`src/rtl/icini_rand_gen_if.sv`:
```
// Bundle of seed/consumer handshake and randomness outputs for icini_rand_gen.
// Seed handshake: the slave presents seed_ready; a seed transfers on the
// rising edge where seed_valid and seed_ready are both 1. seed_data must be
// stable while seed_valid is high. en is a per-cycle request with no ready:
// rand_valid marks the cycles whose output bits are freshly produced.
interface icini_rand_gen_if #(
  parameter int LFSR_W = 16
);
  logic              seed_valid;
  logic [LFSR_W-1:0] seed_data;
  logic              seed_ready;
  logic              en;
  logic              port_rand_ref;
  logic              port_rand_mul_0;
  logic              rand_valid;
  logic              seed_err;
  logic              lockup_err;

  modport master (
    output seed_valid, seed_data, en,
    input  seed_ready, port_rand_ref, port_rand_mul_0, rand_valid,
           seed_err, lockup_err
  );

  modport slave (
    input  seed_valid, seed_data, en,
    output seed_ready, port_rand_ref, port_rand_mul_0, rand_valid,
           seed_err, lockup_err
  );
endinterface

```
`src/rtl/icini_rand_gen.sv`:
```
// Fresh-randomness source for the first-order ICINI masked multiplier.
// Each accepted advance runs two Galois LFSR steps: the first step's output
// bit feeds port_rand_ref, the second feeds port_rand_mul_0, so no bit is
// ever shared or reused. Supports reseeding, warm-up discard and lock-up
// recovery. Internal state is exposed on dbg_* outputs.
module icini_rand_gen #(
  parameter int                LFSR_W = 16,
  parameter logic [LFSR_W-1:0] TAPS   = 16'hB400,
  parameter logic [LFSR_W-1:0] SEED   = 16'hACE1,
  parameter int                WARMUP = 32
) (
  input  logic              clk,
  input  logic              reset,
  icini_rand_gen_if.slave   rg,
  output logic [1:0]        dbg_state,
  output logic [LFSR_W-1:0] dbg_lfsr,
  output logic [7:0]        dbg_cnt
);

  typedef enum logic [1:0] {
    ST_INIT   = 2'd0,
    ST_WARMUP = 2'd1,
    ST_RUN    = 2'd2
  } state_t;

  localparam logic [7:0] WARMUP_C = 8'(WARMUP);
  // State entered after any (re)seed: skip warm-up entirely when it is zero.
  localparam state_t SEEDED_ST = (WARMUP > 0) ? ST_WARMUP : ST_RUN;

  state_t            state_q, state_d;
  logic [LFSR_W-1:0] lfsr_q, lfsr_d;
  logic [7:0]        cnt_q, cnt_d;
  logic              rnd_ref_q, rnd_ref_d;
  logic              rnd_mul_q, rnd_mul_d;
  logic              valid_q, valid_d;
  logic              seed_err_q, seed_err_d;
  logic              lockup_err_q, lockup_err_d;

  // Single observation point of the LFSR state for all next-state logic.
  logic [LFSR_W-1:0] lfsr_cur;
  assign lfsr_cur = lfsr_q;

  // Two chained Galois steps; bit of step 1 and bit of step 2 kept separate.
  logic              step1_bit, step2_bit;
  logic [LFSR_W-1:0] step1_s, step2_s;
  assign step1_bit = lfsr_cur[0];
  assign step1_s   = (lfsr_cur >> 1) ^ (step1_bit ? TAPS : '0);
  assign step2_bit = step1_s[0];
  assign step2_s   = (step1_s >> 1) ^ (step2_bit ? TAPS : '0);

  logic seed_ready_w;
  logic seed_fire;
  logic seed_zero;
  assign seed_ready_w = (state_q != ST_INIT);
  assign seed_fire    = rg.seed_valid & seed_ready_w;
  assign seed_zero    = (rg.seed_data == '0);

  // Next-state and output-register logic; lock-up beats seed beats advance.
  always_comb begin
    state_d      = state_q;
    lfsr_d       = lfsr_q;
    cnt_d        = cnt_q;
    rnd_ref_d    = rnd_ref_q;
    rnd_mul_d    = rnd_mul_q;
    valid_d      = 1'b0;
    seed_err_d   = seed_err_q;
    lockup_err_d = lockup_err_q;

    if (state_q == ST_INIT) begin
      lfsr_d  = SEED;
      cnt_d   = 8'd0;
      state_d = SEEDED_ST;
    end else if (lfsr_cur == '0) begin
      lfsr_d       = SEED;
      cnt_d        = 8'd0;
      state_d      = SEEDED_ST;
      lockup_err_d = 1'b1;
    end else if (seed_fire) begin
      // A zero seed would lock the LFSR, so the default seed replaces it.
      lfsr_d     = seed_zero ? SEED : rg.seed_data;
      seed_err_d = seed_err_q | seed_zero;
      cnt_d      = 8'd0;
      state_d    = SEEDED_ST;
    end else if (state_q == ST_WARMUP) begin
      lfsr_d = step2_s;
      if (cnt_q < WARMUP_C) begin
        cnt_d = cnt_q + 8'd1;
      end
      if ((cnt_q + 8'd1) >= WARMUP_C) begin
        state_d = ST_RUN;
      end
    end else if (rg.en) begin
      lfsr_d    = step2_s;
      rnd_ref_d = step1_bit;
      rnd_mul_d = step2_bit;
      valid_d   = 1'b1;
    end
  end

  // State registers with synchronous active-low reset.
  always_ff @(posedge clk) begin
    if (!reset) begin
      state_q      <= ST_INIT;
      lfsr_q       <= '0;
      cnt_q        <= 8'd0;
      rnd_ref_q    <= 1'b0;
      rnd_mul_q    <= 1'b0;
      valid_q      <= 1'b0;
      seed_err_q   <= 1'b0;
      lockup_err_q <= 1'b0;
    end else begin
      state_q      <= state_d;
      lfsr_q       <= lfsr_d;
      cnt_q        <= cnt_d;
      rnd_ref_q    <= rnd_ref_d;
      rnd_mul_q    <= rnd_mul_d;
      valid_q      <= valid_d;
      seed_err_q   <= seed_err_d;
      lockup_err_q <= lockup_err_d;
    end
  end

  assign rg.seed_ready      = seed_ready_w;
  assign rg.port_rand_ref   = rnd_ref_q;
  assign rg.port_rand_mul_0 = rnd_mul_q;
  assign rg.rand_valid      = valid_q;
  assign rg.seed_err        = seed_err_q;
  assign rg.lockup_err      = lockup_err_q;

  assign dbg_state = state_q;
  assign dbg_lfsr  = lfsr_q;
  assign dbg_cnt   = cnt_q;

endmodule

```
`src/flat_wrapper.sv`:
```
// flat-port wrapper written by rule: the top's interface ports become plain ports
module icini_rand_gen_flat 
#(
  parameter int                LFSR_W = 16,
  parameter logic [LFSR_W-1:0] TAPS   = 16'hB400,
  parameter logic [LFSR_W-1:0] SEED   = 16'hACE1,
  parameter int                WARMUP = 32
)
  (clk, reset, dbg_state, dbg_lfsr, dbg_cnt, rg_seed_valid, rg_seed_data, rg_en, rg_seed_ready, rg_port_rand_ref, rg_port_rand_mul_0, rg_rand_valid, rg_seed_err, rg_lockup_err);
  icini_rand_gen_if #(.LFSR_W(LFSR_W)) rg_i ();
  input  logic clk;
  input  logic reset;
  output logic [1:0] dbg_state;
  output logic [LFSR_W-1:0] dbg_lfsr;
  output logic [7:0] dbg_cnt;
  input wire logic [$bits(rg_i.seed_valid)-1:0] rg_seed_valid;
  input wire logic [$bits(rg_i.seed_data)-1:0] rg_seed_data;
  input wire logic [$bits(rg_i.en)-1:0] rg_en;
  output wire logic [$bits(rg_i.seed_ready)-1:0] rg_seed_ready;
  output wire logic [$bits(rg_i.port_rand_ref)-1:0] rg_port_rand_ref;
  output wire logic [$bits(rg_i.port_rand_mul_0)-1:0] rg_port_rand_mul_0;
  output wire logic [$bits(rg_i.rand_valid)-1:0] rg_rand_valid;
  output wire logic [$bits(rg_i.seed_err)-1:0] rg_seed_err;
  output wire logic [$bits(rg_i.lockup_err)-1:0] rg_lockup_err;
  assign rg_i.seed_valid = rg_seed_valid;
  assign rg_i.seed_data = rg_seed_data;
  assign rg_i.en = rg_en;
  assign rg_seed_ready = rg_i.seed_ready;
  assign rg_port_rand_ref = rg_i.port_rand_ref;
  assign rg_port_rand_mul_0 = rg_i.port_rand_mul_0;
  assign rg_rand_valid = rg_i.rand_valid;
  assign rg_seed_err = rg_i.seed_err;
  assign rg_lockup_err = rg_i.lockup_err;
  icini_rand_gen #(.LFSR_W(LFSR_W), .TAPS(TAPS), .SEED(SEED), .WARMUP(WARMUP)) u_core (.clk(clk), .reset(reset), .rg(rg_i), .dbg_state(dbg_state), .dbg_lfsr(dbg_lfsr), .dbg_cnt(dbg_cnt));
endmodule
```
`config.mk`:
```
export PLATFORM = sky130hd
export DESIGN_NAME = icini_rand_gen_flat
export DESIGN_NICKNAME = d
export VERILOG_FILES = /design/src/rtl/icini_rand_gen_if.sv /design/src/rtl/icini_rand_gen.sv /design/src/flat_wrapper.sv
export SDC_FILE = /design/constraint.sdc
export NUM_CORES = 1
export LEC_CHECK = 0
export ABC_AREA = 1
export CAP_MARGIN = 20
export CORE_MARGIN = 2
export CORE_UTILIZATION = 50
export DETAILED_ROUTE_END_ITERATION = 6
export HOLD_SLACK_MARGIN = 0.1
export MAX_ROUTING_LAYER = met4
export PLACE_DENSITY = 0.84
export REMOVE_ABC_BUFFERS = 1
export SLEW_MARGIN = 30
export SYNTH_ARGS = -nofsm -noshare
export SYNTH_HDL_FRONTEND = slang
export SYNTH_SLANG_ARGS = --single-unit
```
`constraint.sdc`:
```
create_clock -name clk -period 3.6 [get_ports clk]
set_clock_uncertainty 0.15 [all_clocks]
set_input_delay 0.36 -clock clk [delete_from_list [all_inputs] [get_ports clk]]
set_output_delay 0.36 -clock clk [all_outputs]
set_load 0.05 [all_outputs]
```
== After elaboration in Yosys (flattened, before gate mapping) ==
Index checks and enable logic that the tools add are counted.

* ROM bits: 0
* Bits in registers: 31
* Memories: 0
* Bits in latches: 0
* Output and inout bits: 32
* Bits in writable memories: 0

* Shift-type cells: 0
* $lt $le $gt $ge: 2
* Reductions and logical operators: 17
* Multiplexer cells: 14
* Eq/ne operators: 1
* $add $sub $neg: 1
* Divide/modulo/power cells: 0
* $mul: 0
* Bitwise operators: 9

{| class="wikitable"
|+ Operator list
! operator !! count
|-
| $mux 16 || 8
|-
| $logic_not 16->1 || 2
|-
| $xor 15x16->16 || 2
|-
| $add 8x1->8 const B || 1
|-
| $ge 8x6->1 const B || 1
|-
| $lt 8x6->1 const B || 1
|-
| $reduce_and 2->1 || 4
|-
| $reduce_bool 4->1 || 2
|-
| $mux 1 || 6
|-
| $not 1->1 || 5
|-
| $reduce_and 5->1 || 1
|-
| $reduce_bool 5->1 || 1
|-
| $reduce_or 5->1 || 1
|-
| $reduce_or 4->1 || 1
|-
| $reduce_and 3->1 || 1
|-
| $reduce_bool 3->1 || 1
|-
| $reduce_or 3->1 || 1
|-
| $eq 2x1->1 const B || 1
|-
| $logic_not 2->1 || 1
|-
| $reduce_bool 2->1 || 1
|-
| $and 1x1->1 || 1
|-
| $or 1x1->1 || 1
|}

== Depth between registers and ports, before layout ==
* Depth after elaboration: 9
* Mapped depth: 10

== Worst setup path before layout ==
OpenSTA, ideal clock, no wires.

* Path type: register -> register
* Start: register u_core.state_q[1], in the netlist u_core.dbg_state[1]
* End: register u_core.lfsr_q[3], in the netlist u_core.dbg_lfsr[3]
* Required time: 3.326 ns
* Clock period less this slack: 1.754 ns
* Stages on the path, launching flop included: 9
* Slack: 1.846 ns
* Data arrival time: 1.481 ns
* Path through: dfxtp_1 > inv_2 > nand2_1 > nand2_2 > nor2_8 > inv_4 > buf_6 > a21oi_1 > nor2_1

* Cells in the longest elaborated chain, start to end: 3

{| class="wikitable"
|+ RTL lines
! item !! line !! text
|-
| start, declared || icini_rand_gen.sv:30 || <nowiki>state_t state_q, state_d;</nowiki>
|-
| start signal, assigned || icini_rand_gen.sv:112 || <nowiki>state_q <= state_d;</nowiki>
|-
| $eq 2x1->1 or $reduce_bool 2->1 (tied branches) || icini_rand_gen.sv:84, icini_rand_gen.sv:54 ||
|-
| $mux 16 or $and 1x1->1 (tied branches) || icini_rand_gen.sv:84, icini_rand_gen.sv:55 ||
|-
| $mux 16 or $reduce_bool 3->1 (tied branches) || - ||
|-
| end signal, assigned || icini_rand_gen.sv:113 || <nowiki>lfsr_q <= lfsr_d;</nowiki>
|-
| end, declared || icini_rand_gen.sv:31 || <nowiki>logic [LFSR_W-1:0] lfsr_q, lfsr_d;</nowiki>
|}

Several ways; a longest one is shown, not always the timed one.
A chain may end at the register's enable or synchronous reset.

== Worst setup path in the final report ==
* Start: register u_core.state_q[0], in the netlist u_core.dbg_state[0]
* End: output rg_seed_ready

* Cells in the longest elaborated chain, start to end: 1

{| class="wikitable"
|+ RTL lines
! item !! line !! text
|-
| $reduce_bool 2->1 || icini_rand_gen.sv:54 || <nowiki>assign seed_ready_w = (state_q != ST_INIT);</nowiki>
|-
| end, declared || flat_wrapper.sv:19 || <nowiki>output wire logic [$bits(rg_i.seed_ready)-1:0] rg_seed_ready;</nowiki>
|}

Every way passes these cells.

==> impl_summary.log <==
[metrics] Hold Startpoint: u_core.rg.seed_err
[metrics] detailed-route wire length per cell: 12.5 um
[metrics] area of the mapped netlist: 1740 um^2
[metrics] dpl hpwl: 3350 um
[metrics] final instance area: around 2300 um^2
[metrics] clock network latency to the later pin of the worst-skew pair: 330 ps
[metrics] CTS clock-pin slew for the worst setup and hold paths: 100 ps
[metrics] x dimension of the die: 63.0 um
[metrics] number of H-tree levels: 2
[metrics] run status: complete, no violations
[metrics] arrival time at the worst endpoint: 1900 ps
[metrics] share of the synthesized area in compound gates (AO/OA/AOI/OAI): 12.7%
[metrics] Power Dens Cells: 356 nW/um^2
[metrics] FF-to-FF End: u_core.dbg_lfsr[13]
[metrics] number of synthesis warnings: 0
[metrics] sum of negative setup slack: 0 ps
[metrics] final cycle utilization of the critical path: roughly 67%
[metrics] first-pass GRT wire length: 7600 um
[metrics] vertical die dimension: 63.0 um
[metrics] Hold Buf Count CTS: 0
[metrics] worst reg2reg setup slack: 1700 ps
[metrics] floorplan row count: 21
[metrics] Max Cap Violations: 0
[metrics] RSZ-0062 raised after global routing: false
[metrics] share of post-route cells with drive strength above 1: 7.84%
[metrics] CP Class: reg -> out
[metrics] fraction of synthesized cell area in xor and xnor cells: approximately 1.5%
[metrics] worst r2r src: u_core.dbg_state[0]
[metrics] multiplexer fraction of the synthesized cell area: 0%
[metrics] type of origin of the critical path: flip-flop
[metrics] detailed-route wire length: roughly 4600 um
[metrics] clock root cell: clkbuf_4
[metrics] worst rel slew slack: 66.3%
[metrics] most used cells in the layout excluding fill and tap cells: 55 x nand2_1, 53 x nor2_1, 51 x clkdlybuf4s50_1
[metrics] logic depth of the worst register-to-register path: 9
[metrics] instance area at placement: 2250 um^2
[metrics] largest vdd supply drop: 0.194 mV
[metrics] Via Count: 1849
[metrics] number of global-route vias before repair: between 1500 and 2000
[metrics] clock buffer count from CTS: 5
[metrics] Top-Level Pins: 52
[metrics] most common cell after layout, fill and taps aside: nand2_1
[metrics] area overhead of the layout relative to synthesis: 33.5%
[metrics] cell depth of the worst min-delay path: 2
[metrics] P_leak: 0.000955 uW
[metrics] number of failing hold endpoints at the final stage: 0
[metrics] Worst Path Max Fanout: 12
[metrics] CTS-repair resized insts: 0
[metrics] initial core utilization: a little over half
[metrics] max-slew violation count: 0
[metrics] per-instance average area after synthesis: 6.51 um^2
[metrics] Adder-Cell Fraction of Synth Area: 0.719%
[metrics] # fillers: between 300 and 400
[metrics] setup bufs post-CTS: 0
[metrics] WP data required: 3090 ps
[metrics] Floorplan Core Area: 3340 um^2
[metrics] combinational family with the most area after synthesis: simple AND/OR/NAND/NOR gates
[metrics] DIE AREA: 3970 um^2
[metrics] setup-violating endpoint count in the final report: 0
[metrics] Sinks on Clock Net: 31
[metrics] final RePlAce weighted congestion: roughly 0.95
[metrics] clock tree from TritonCTS: built
[metrics] pin count of the biggest net entering global routing: 17
[metrics] Worst Hold Class: reg -> reg
[metrics] residual overflow from global routing: 0
[metrics] Unique masters post-synth: 29
[metrics] number of antenna violations at the first check in global routing: 0
[metrics] sequential cell area fraction in the yosys report: between 30% and 40%
[metrics] length of the first detailed-routing pass in iterations: 4
[metrics] combined flip-flop and latch cell area: 621 um^2
[metrics] antenna cells: 0
[metrics] violation count after the first detailed-route iteration: 214
[metrics] post-synthesis instance total: 267
[metrics] fmax: 415 MHz
[metrics] routed vias/inst: 5.07
[metrics] Worst-Margin Slew: 505 ps
[metrics] post-synthesis sequential element count: 31
[metrics] Setup crit end kind: output port
[metrics] maximum count of clock buffers along a single path: 2
[metrics] remaining antenna violation count after routing: 0
[metrics] DRC violations left: 0
[metrics] total number of nets in the final design: between 300 and 400
[metrics] Buffers on Ports: between 50 and 60
[metrics] area used by multi-input combinational logic: 925 um^2
[metrics] global routing usage summed across all routing layers: 24.8%
[metrics] Synth Area in Simple Gates: 38.2%
[metrics] endpoint of the worst hold-timing path: u_core.rg.seed_err
[metrics] post-layout min period: approximately 2400 ps
routing by layer:
layer  GRT usage [%]  routed length (um)  vias to the layer above
met3            5.41                 323                        8
li1                -                   -                      950
met1            32.7                2100                      828
met2            37.0                2080                       63
met4            9.17                  59                        0
met5               -                   0                        -
flip-flops by register name, summed over array words and instances (netlist names):
signal	flops
u_core.dbg_cnt	8
u_core.dbg_lfsr	16
u_core.dbg_state	2
u_core.rg.lockup_err	1
u_core.rg.port_rand_mul_0	1
u_core.rg.port_rand_ref	1
u_core.rg.rand_valid	1
u_core.rg.seed_err	1
synth_stat cells (all sizes together):
cell type  count  area share [%]
nand2         60              14
nor2          56              13
inv           35             7.8
dfxtp         31              36
a21oi         28             8.1
nand3         18             5.8
o21ai         12             3.5
nand4          9             3.6
buf            6             3.1
nor3           3            0.86
xnor2          2             1.0
a31oi          1            0.36
clkbuf         1            0.22
ha             1            0.72
nand3b         1            0.43
o21a           1            0.43
o21bai         1            0.43
xor2           1            0.50
worst max-delay path: stages (launching register included):
cell             delay [ps]
dfxtp_1                 410
inv_2                    60
nand2_2                 230
clkdlybuf4s50_1         860
how the worst max path moves through the flow:
stage                   startpoint                  end  slack [ps]  depth (start not counted)
4_1_cts        u_core.dbg_state[0]        rg_seed_ready        1210                          3
5_1_grt        u_core.dbg_state[0]        rg_seed_ready        1120                          3
3_5_place_dp         rg_seed_valid  u_core.dbg_lfsr[13]        1490                          8
2_1_floorplan  u_core.dbg_state[1]  u_core.dbg_lfsr[11]        1450                          9
3_3_place_gp         rg_seed_valid  u_core.dbg_lfsr[13]        1540                          8
6_report       u_core.dbg_state[0]        rg_seed_ready        1190                          3
area by class of cell:
| type | instances | area share [%] |
|---|---|---|
| Multi-Input combinational cell | 194 | 39.8 |
| Sequential cell | 31 | 26.7 |
| Timing Repair Buffer | 51 | 22.0 |
| Inverter | 35 | 5.87 |
| Clock buffer | 7 | 2.80 |
| Tap cell | 46 | 2.48 |
| Clock inverter | 1 | 0.323 |
logic make-up (layout without fill, tap and decap cells):
family	count (synthesis)	in the layout
XOR/XNOR	3	3
buffers and inverters	42	94
AO/OA/AOI/OAI	43	43
adder cells (fa/ha/maj)	1	1
AND/OR/NAND/NOR	147	147
flip-flops	31	31
power breakdown:
part | switching, uW | internal [uW] | leakage (uW) | total (uW)
Sequential | 18.5 | 358 | 0.000253 | 377
Clock | 123 | 114 | 0.0000375 | 237
Combinational | 136 | 77.7 | 0.000664 | 214
Total | 278 | 550 | 0.000955 | 828
through the flow:
stage	total power [uW]	setup WS, ps	cells	hold slack (ps)	util (%)
2_1_floorplan	518	1450	260	328	-
3_3_place_gp	594	1540	357	293	67.4
3_5_place_dp	595	1490	357	298	67.4
4_1_cts	830	1210	365	313	69.6
5_1_grt	862	1120	365	336	69.6
6_report	828	1190	365	310	69.6
(Power assumes the default switching activity.)
